### src/rtl/pipo_rr_ctrl_pkg.sv
// -----------------------------------------------------------------------------
// pipo_rr_ctrl_pkg
//
// Shared definitions for the round-robin PIPO controller: default widths,
// the EMPTY/FULL state encoding of the shared holding register, and a small
// modulo-increment helper used to advance the arbitration pointer.
// -----------------------------------------------------------------------------
package pipo_rr_ctrl_pkg;

   localparam int DATA_WIDTH_DEF = 4;
   localparam int NUM_REQ_DEF    = 4;

   // The state bit is exported directly as out_valid, so FULL must be 1.
   typedef enum logic {
      ST_EMPTY = 1'b0,
      ST_FULL  = 1'b1
   } state_e;

   // (idx + 1) mod n for 0 <= idx < n, without a divider.
   function automatic int wrap_inc(input int idx, input int n);
      return (idx + 1 >= n) ? 0 : idx + 1;
   endfunction

endpackage : pipo_rr_ctrl_pkg

### src/rtl/pipo_rr_ctrl_pen.sv
// -----------------------------------------------------------------------------
// pipo_en
//
// WIDTH-bit parallel-in/parallel-out register with load enable.
//
// Ports:
//   clk    in   rising-edge clock
//   rst    in   asynchronous active-low reset (clears q_out)
//   load   in   capture d on the next rising edge
//   d      in   WIDTH-bit parallel input
//   q_out  out  WIDTH-bit registered output
// -----------------------------------------------------------------------------
module pipo_en #(
   parameter int WIDTH = 4
) (
   input  logic             clk,
   input  logic             rst,
   input  logic             load,
   input  logic [WIDTH-1:0] d,
   output logic [WIDTH-1:0] q_out
);

   logic [WIDTH-1:0] q_q;

   // NOTE: this datapath register is reset because its cleared value is
   // visible downstream; a pure data register could skip the reset.
   always_ff @(posedge clk or negedge rst) begin
      if (!rst) begin
         q_q <= '0;
      end else if (load) begin
         // NOTE: non-blocking assignment so every flop samples pre-edge values.
         q_q <= d;
      end
   end

   assign q_out = q_q;

endmodule : pipo_en

### src/rtl/pipo_rr_ctrl.sv
// -----------------------------------------------------------------------------
// pipo_rr_ctrl
//
// Round-robin controller sharing one PIPO holding register between NUM_REQ
// producers and a single consumer. One winner per transfer is chosen by a
// rotating-priority search starting at ptr; its word is loaded into the shared
// register and presented downstream together with the winner's index.
//
// Ports:
//   clk        in   rising-edge clock
//   rst        in   asynchronous active-low reset
//   req_valid  in   [NUM_REQ]            producer i offers a word
//   req_data   in   [NUM_REQ*DATA_WIDTH] producer i word at [i*DATA_WIDTH +: DATA_WIDTH]
//   req_ready  out  [NUM_REQ]            one-hot grant, word taken this cycle
//   out_valid  out                       shared register holds an unconsumed word
//   out_data   out  [DATA_WIDTH]         shared register contents
//   out_src    out  [SRC_W]              index of the producer that wrote out_data
//   out_ready  in                        consumer accepts out_data this cycle
// -----------------------------------------------------------------------------
module pipo_rr_ctrl
   import pipo_rr_ctrl_pkg::*;
#(
   parameter int DATA_WIDTH = DATA_WIDTH_DEF,
   parameter int NUM_REQ    = NUM_REQ_DEF,
   parameter int SRC_W      = $clog2(NUM_REQ)
) (
   input  logic                          clk,
   input  logic                          rst,
   input  logic [NUM_REQ-1:0]            req_valid,
   input  logic [NUM_REQ*DATA_WIDTH-1:0] req_data,
   output logic [NUM_REQ-1:0]            req_ready,
   output logic                          out_valid,
   output logic [DATA_WIDTH-1:0]         out_data,
   output logic [SRC_W-1:0]              out_src,
   input  logic                          out_ready
);

   localparam logic [SRC_W:0]   NREQ_EXT = (SRC_W+1)'(NUM_REQ);
   localparam logic [SRC_W-1:0] LAST_IDX = SRC_W'(NUM_REQ - 1);

   state_e                  state_q;
   logic [SRC_W-1:0]        ptr_q;
   logic [SRC_W-1:0]        out_src_q;

   logic [2*NUM_REQ-1:0]    valid_dbl;
   logic [2*NUM_REQ-1:0]    valid_rot;
   logic [SRC_W-1:0]        win_off;
   logic [SRC_W:0]          win_sum;
   logic [SRC_W-1:0]        win;
   logic                    found;
   logic                    can_load;
   logic                    grant_en;
   logic                    transfer;
   logic [DATA_WIDTH-1:0]   win_data;
   logic [SRC_W-1:0]        ptr_next;

   // Rotate the doubled request vector so that bit 0 is the requester at ptr;
   // the first set bit of the low half is then the winner's offset from ptr.
   assign valid_dbl = {req_valid, req_valid};
   assign valid_rot = valid_dbl >> ptr_q;

   always_comb begin : rr_search
      // NOTE: every variable gets a default before any conditional write,
      // otherwise the tool infers a latch for the unassigned paths.
      found   = 1'b0;
      win_off = '0;
      for (int k = 0; k < NUM_REQ; k++) begin
         if (!found && valid_rot[k]) begin
            found   = 1'b1;
            win_off = k[SRC_W-1:0];
         end
      end
      // ptr + offset is below 2*NUM_REQ, so one conditional subtract wraps it.
      win_sum = {1'b0, ptr_q} + {1'b0, win_off};
      if (win_sum >= NREQ_EXT) begin
         win_sum = win_sum - NREQ_EXT;
      end
      win = win_sum[SRC_W-1:0];
   end

   // Winner's word, selected with a constant-index mux.
   always_comb begin : data_mux
      win_data = '0;
      for (int k = 0; k < NUM_REQ; k++) begin
         if (win == k[SRC_W-1:0]) begin
            win_data = req_data[k*DATA_WIDTH +: DATA_WIDTH];
         end
      end
   end

   // The register can take a word when empty, or when the consumer frees it
   // on this same edge. Gating with rst keeps grants low during reset.
   assign can_load = (state_q == ST_EMPTY) || out_ready;
   assign grant_en = rst && found && can_load;
   assign transfer = grant_en;

   always_comb begin : grant_decode
      req_ready = '0;
      for (int k = 0; k < NUM_REQ; k++) begin
         req_ready[k] = grant_en && (win == k[SRC_W-1:0]);
      end
   end

   assign ptr_next = (win == LAST_IDX) ? '0 : win + SRC_W'(1);

   // Holding-register state, source index and arbitration pointer. ptr only
   // advances on a transfer, so idle or stalled cycles keep the priority.
   always_ff @(posedge clk or negedge rst) begin
      if (!rst) begin
         state_q   <= ST_EMPTY;
         ptr_q     <= '0;
         out_src_q <= '0;
      end else if (transfer) begin
         state_q   <= ST_FULL;
         ptr_q     <= ptr_next;
         out_src_q <= win;
      end else if (state_q == ST_FULL && out_ready) begin
         state_q   <= ST_EMPTY;
      end
   end

   pipo_en #(
      .WIDTH (DATA_WIDTH)
   ) u_hold_reg (
      .clk   (clk),
      .rst   (rst),
      .load  (transfer),
      .d     (win_data),
      .q_out (out_data)
   );

   assign out_valid = (state_q == ST_FULL);
   assign out_src   = out_src_q;

   // Width sanity for the package helper; unused in logic but keeps the
   // pointer arithmetic and the helper's definition of "next" in agreement.
   localparam int PTR_AFTER_LAST = wrap_inc(NUM_REQ - 1, NUM_REQ);
   if (PTR_AFTER_LAST != 0) begin : g_bad_wrap
      $error("wrap_inc does not wrap to zero");
   end

endmodule : pipo_rr_ctrl

### config.mk
export PLATFORM = sky130hd
export DESIGN_NAME = pipo_rr_ctrl
export DESIGN_NICKNAME = d
export VERILOG_FILES = /design/src/rtl/pipo_rr_ctrl_pkg.sv /design/src/rtl/pipo_rr_ctrl_pen.sv /design/src/rtl/pipo_rr_ctrl.sv
export SDC_FILE = /design/constraint.sdc
export NUM_CORES = 1
export LEC_CHECK = 0
export ABC_AREA = 1
export BUFFER_PORTS_ARGS = -buffer_cell sky130_fd_sc_hd__buf_2
export CORE_MARGIN = 2
export CORE_UTILIZATION = 50
export DETAILED_ROUTE_END_ITERATION = 6
export PLACE_DENSITY = 0.82
export RECOVER_POWER = 100
export SLEW_MARGIN = 10
export SYNTH_ARGS = -nofsm -noshare
export SYNTH_HDL_FRONTEND = slang
export SYNTH_SLANG_ARGS = --single-unit
### constraint.sdc
create_clock -name clk -period 4.85 [get_ports clk]
set_input_delay 0.97 -clock clk [delete_from_list [all_inputs] [get_ports clk]]
set_output_delay 0.97 -clock clk [all_outputs]
set_load 0.05 [all_outputs]
# Word-level counts from Yosys, hierarchy flattened
# Index checks and enable logic that the tools add are counted.
[classes] n_addsub=3 n_lt_le_gt_ge=1 n_eq_ne=3 n_shift=1 muxes=15 bitwise_logic=1 n_reduce_logical=16
[ops] operator="$mux 4" count=4
[ops] operator="$logic_and 1x1->1" count=10
[ops] operator="$mux 2" count=4
[ops] operator="$shr 8x2->4" count=1
[ops] operator="$mux 1" count=7
[ops] operator="$eq 2x2->1 const B" count=2
[ops] operator="$add 2x2->3" count=1
[ops] operator="$ge 3x3->1 const B" count=1
[ops] operator="$logic_not 1->1" count=3
[ops] operator="$add 2x1->2 const B" count=1
[ops] operator="$eq 2x1->1 const B" count=1
[ops] operator="$logic_not 2->1" count=1
[ops] operator="$reduce_bool 2->1" count=1
[ops] operator="$sub 2x1->2 const B" count=1
[ops] operator="$logic_or 1x1->1" count=1
[ops] operator="$not 1->1" count=1
[word_totals] register_bits=9 elab_cells=44

# Depth between registers and ports, before layout
[depth] word_depth=19 mapped_depth=19 mapped_depth_nobuf=19

# By module
# A second synthesis with hierarchy kept.
[hier_totals] cells_unflattened=117 area_unflattened_um2=754.5
[by_module_without_submodules] module="pipo_rr_ctrl" instances=1 cells_each=100 area_per_inst_um2=605.6 seq_area_each_um2=125.1
[by_module_without_submodules] module="pipo_en" instances=1 cells_each=17 area_per_inst_um2=148.9 seq_area_each_um2=100.1

# Least setup slack after synthesis
# OpenSTA, ideal clock, no wires.
[synth_path] path_kind="input-to-output" from="input port req_valid[1]" to="output port req_ready[1]" t_arrival_ps=2991 required_ps=3880 path_slack_ps=889 stages=13 n_path_buf=0 path_cell_list="nand2_1 nand3_1 nand2_1 nand3_1 a21boi_0 ha_1 xor2_1 nand3b_1 nand2_1 inv_1 ha_1 inv_1 nor2_1"
[synth_via] elab_chain_cells=16 elab_cells_between_ends=22 classes_between="add/sub: 2; order compare: 1; eq/ne: 1; shift: 1; mux: 8; reduce/logical: 9"
[synth_rtl] element="from (decl)" line="pipo_rr_ctrl.sv:29" source="input logic [NUM_REQ-1:0] req_valid,"
[synth_rtl] element="$shr 8x2->4 (*)" line="pipo_rr_ctrl.sv:60" source="assign valid_rot = valid_dbl >> ptr_q;"
[synth_rtl] element="$mux 1" line="pipo_rr_ctrl.sv:68" source="if (!found && valid_rot[k]) begin"
[synth_rtl] element="$logic_not 1->1" line="pipo_rr_ctrl.sv:68"
[synth_rtl] element="$logic_and 1x1->1" line="pipo_rr_ctrl.sv:68"
[synth_rtl] element="$mux 1" line="pipo_rr_ctrl.sv:68"
[synth_rtl] element="$logic_not 1->1" line="pipo_rr_ctrl.sv:68"
[synth_rtl] element="$logic_and 1x1->1" line="pipo_rr_ctrl.sv:68"
[synth_rtl] element="$mux 1" line="pipo_rr_ctrl.sv:68"
[synth_rtl] element="$logic_not 1->1" line="pipo_rr_ctrl.sv:68"
[synth_rtl] element="$logic_and 1x1->1" line="pipo_rr_ctrl.sv:68"
[synth_rtl] element="$mux 2 (*)" line="pipo_rr_ctrl.sv:68"
[synth_rtl] element="$add 2x2->3 (*)" line="pipo_rr_ctrl.sv:74" source="win_sum = {1'b0, ptr_q} + {1'b0, win_off};"
[synth_rtl] element="$ge 3x3->1 / $sub 2x1->2 (equally long branches)" line="pipo_rr_ctrl.sv:75, pipo_rr_ctrl.sv:76"
[synth_rtl] element="$mux 2 (*)" line="pipo_rr_ctrl.sv:75" source="if (win_sum >= NREQ_EXT) begin"
[synth_rtl] element="net win_sum[1]" line="pipo_rr_ctrl.sv:48" source="logic [SRC_W:0] win_sum;"
[synth_rtl] element="$eq 2x1->1 (*)" line="pipo_rr_ctrl.sv:100" source="req_ready[k] = grant_en && (win == k[SRC_W-1:0]);"
[synth_rtl] element="$logic_and 1x1->1 (*)" line="pipo_rr_ctrl.sv:100"
[synth_rtl] element="to (decl)" line="pipo_rr_ctrl.sv:31" source="output logic [NUM_REQ-1:0] req_ready,"
# Mark *: on every way through the listed nets, which the timed path passes. The rest lies on a longest branch.

# Worst setup path in the final report
[layout_path] from="input port req_valid[3]" to="output port req_ready[1]"
# Same word-level chain as after synthesis.

==> metrics.csv <==
stage,metric,value,unit
die,Die H,44.9,um
synthesis,syn_nets,145,
timing,final worst path period share,86.0,%
cells_and_area,# diodes,0,
cells_and_area,layout cell share with drive strength beyond 1,25.8,%
die,Core Area,1540,sq um
route,Total Wirelength,1780,um
worst_hold_path,hold depth,2,
synthesis,biggest area consumer among synthesized cells,dfrtp_1,
route,initial DRC count,25,
flow_run,max-cap check violation count,0,
die,I/O Pins,34,
timing,Fmax,240,MHz
timing,Max Slew Vio Count,0,
global_route,vias in the first global route,779,
clocking,clk_lat worst skew,0.26,ns
timing,Slew @ Worst Pin,0.807,ns
global_route,first-pass GRT wire length,3070,um
critical_path,Crit. Startpoint,req_valid[3],
synthesis,Yosys reg bits,9,
critical_path,crit start category,input pin,
clocking,CTS buffer count,3,
route,Detail Route Antenna Nets,0,
synthesis,Synth warnings,0,
synthesis,cells after synthesis,117,
global_route,Overflow after GRT,0,
worst_hold_path,Worst Hold End,u_hold_reg.q_out[0],
synthesis,Synth Area per Inst,7.13,sq um
synthesis,mapped cell area,835,sq um
clocking,# Post-CTS Setup Buffers,0,
clocking,clk buf depth,2,
clocking,"Reg clk slew, reported paths",0.06,ns
worst_hold_path,min-delay src,u_hold_reg.q_out[0],
cells_and_area,area delta synth->final,16.2,%
clocking,CTS H-tree lvls,1,
timing,RSZ-0062 raised after global routing,no,
die,Chip Width,44.9,um
route,DR vias,864,
timing,Max-slew headroom,46.2,%
clocking,CTS tree,yes,
cells_and_area,Nets,180,
route,wire length per cell,10.6,um
timing,Finish-stage setup viols,0,
critical_path,crit path max fanout,5,
worst_hold_path,Min-Delay Path Class,register to register,
critical_path,critical path cell sequence,buf_2 > nand2_1 > nand3_1 > nand2_1 > nand3_1 > a21boi_0 > ha_1 > xor2_1 > nand3b_1 > nand2_1 > inv_1 > ha_1 > inv_1 > nor2_1 > clkbuf_1,
critical_path,worst r2r src,ptr_q[0],
placed_design,RePlAce Congestion,0.835,
critical_path,most used cell along the critical path,nand2_1,
critical_path,Critical-path top delay cell,clkbuf_1,
route,Pre-antenna DRT Iters,4,
clocking,post-cts hold buffer count,0,
synthesis,count of cell types in the netlist,21,
timing,final hold vios,0,
clocking,Root Buffer,clkbuf_4,
clocking,# clock sinks,9,
placed_design,# port buffers,33,
placed_design,detailed placer's ending HPWL,1450,um
route,DR DRC count,0,
route,vias per inst,5.17,
global_route,antenna violations before repair,0,
critical_path,"Arr. time, crit path",3.20,ns
critical_path,Setup Crit Path Kind,input pin to output port,
synthesis,"top cells by area, synth","dfrtp_1 (27%), nand2_1 (15%), nand2_2 (9.7%), nand3_1 (7.8%), ha_1 (7.5%)",
synthesis,sequential area share after synthesis,27.0,%
status,status,"finished, final reports clean",
critical_path,critical path's largest stage delay,0.50,ns
global_route,GRT Overall Usage,20.5,%
critical_path,worst-case reg-to-reg path depth,19,
global_route,largest net degree at the start of global routing,19,
critical_path,CP Data Required Time,3.88,ns
cells_and_area,fill count,155,
synthesis,post-synth top area share,27.0,%
clocking,post-cts sizing count,0,
die,row count,14,
critical_path,FF-to-FF End,u_hold_reg.q_out[2],
timing,Final min period,4.17,ns
timing,setup tns final,0,ns
critical_path,worst reg-to-reg setup slack,2.19,ns
die,Starting Density,54.1,%
critical_path,crit end category,output port,
timing,Worst Skew,0.00365,ns
timing,hold_ws,0.476,ns
die,die area,2010,sq um
## metrics by stage
| step | cells | worst slack (ns) | util, % | area [sq um] |
|---|---|---|---|---|
| global placement | 163 | 0.987 | 63.1 | 972 |
| CTS | 167 | 0.888 | 64.8 | 998 |
| global route | 167 | 0.399 | 62.9 | 970 |
| detailed placement | 163 | 0.894 | 63.1 | 972 |
| finish | 167 | 0.680 | 62.9 | 970 |
| floorplan | 117 | 0.889 | - | 835 |
## worst max-delay path, delay by kind of cell
kind / cells / cell delay, ns
xor gates and xnor gates: 1 / 0.17
and+or+nand+nor: 7 / 0.67
AOI/OAI and AO/OA: 1 / 0.18
adders and majority gates: 2 / 0.41
buffers and inverters: 4 / 0.82
## cells by family (layout without fill, tap and decap cells)
logic type | Yosys count | after routing | share of synthesized area, %
compound gates | 9 | 9 | 6.90
xor+xnor | 1 | 1 | 1.05
fa+ha+maj | 5 | 5 | 7.50
buf+inv | 16 | 50 | 11.8
flops | 9 | 9 | 27.0
simple gates | 77 | 77 | 45.7
## placed cells by master (no fill, tap or decap)
master and n:
nor2_1 6, xor2_1 1, nand2_2 13, nor2_4 1, nand3_1 14, ha_1 5
inv_2 1, clkinv_1 1, clkbuf_1 14, nand2_1 34, buf_2 20, inv_1 10
nand4_1 7, nor3_1 1, inv_4 1, nand3b_1 1, a21boi_0 1, a21oi_1 4
o211ai_1 4, dfrtp_1 9, clkbuf_4 3
## registers in the layout, summed over array words and instances, names as in the netlist
name              count
ptr_q                 2
u_hold_reg.q_out      4
out_valid             1
out_src               2
## worst max path at each step
stage / endpoint
after floorplan: req_ready[1]
after global placement: req_ready[1]
after detailed placement: req_ready[1]
after CTS: req_ready[1]
after global routing: req_ready[1]
final: req_ready[1]
## per-layer routing
metal / track usage (%) / share of wire [%]
met1: 26.0 / 44
met2: 35.9 / 49
met3: 6.00 / 6.1
met4: 1.76 / 0
met5: 0 / 0
## synth_stat cells
cell / instances
buf_12: 1
nand2_1: 34
a21boi_0: 1
nand4_1: 7
nand3b_1: 1
nor3_1: 1
inv_2: 1
xor2_1: 1
nand2_2: 13
clkbuf_8: 2
ha_1: 5
nand3_1: 13
a21oi_1: 4
dfrtp_1: 9
o211ai_1: 4
nor2_1: 6
nand3_4: 1
clkinv_1: 1
inv_1: 10
inv_4: 1
nor2_4: 1
## cell type report
cell class	count	area, sq um	share of cell area, %
Multi-Input combinational cell	92	498	51.4
Tap cell	16	20.0	2.06
Inverter	13	51.3	5.29
Timing Repair Buffer	33	149	15.4
Clock buffer	4	26.3	2.71
Sequential cell	9	225	23.2
Power is left out: the tool's default activity adds up to more than one toggle a clock period on the data nets, which glitch-free logic cannot reach.
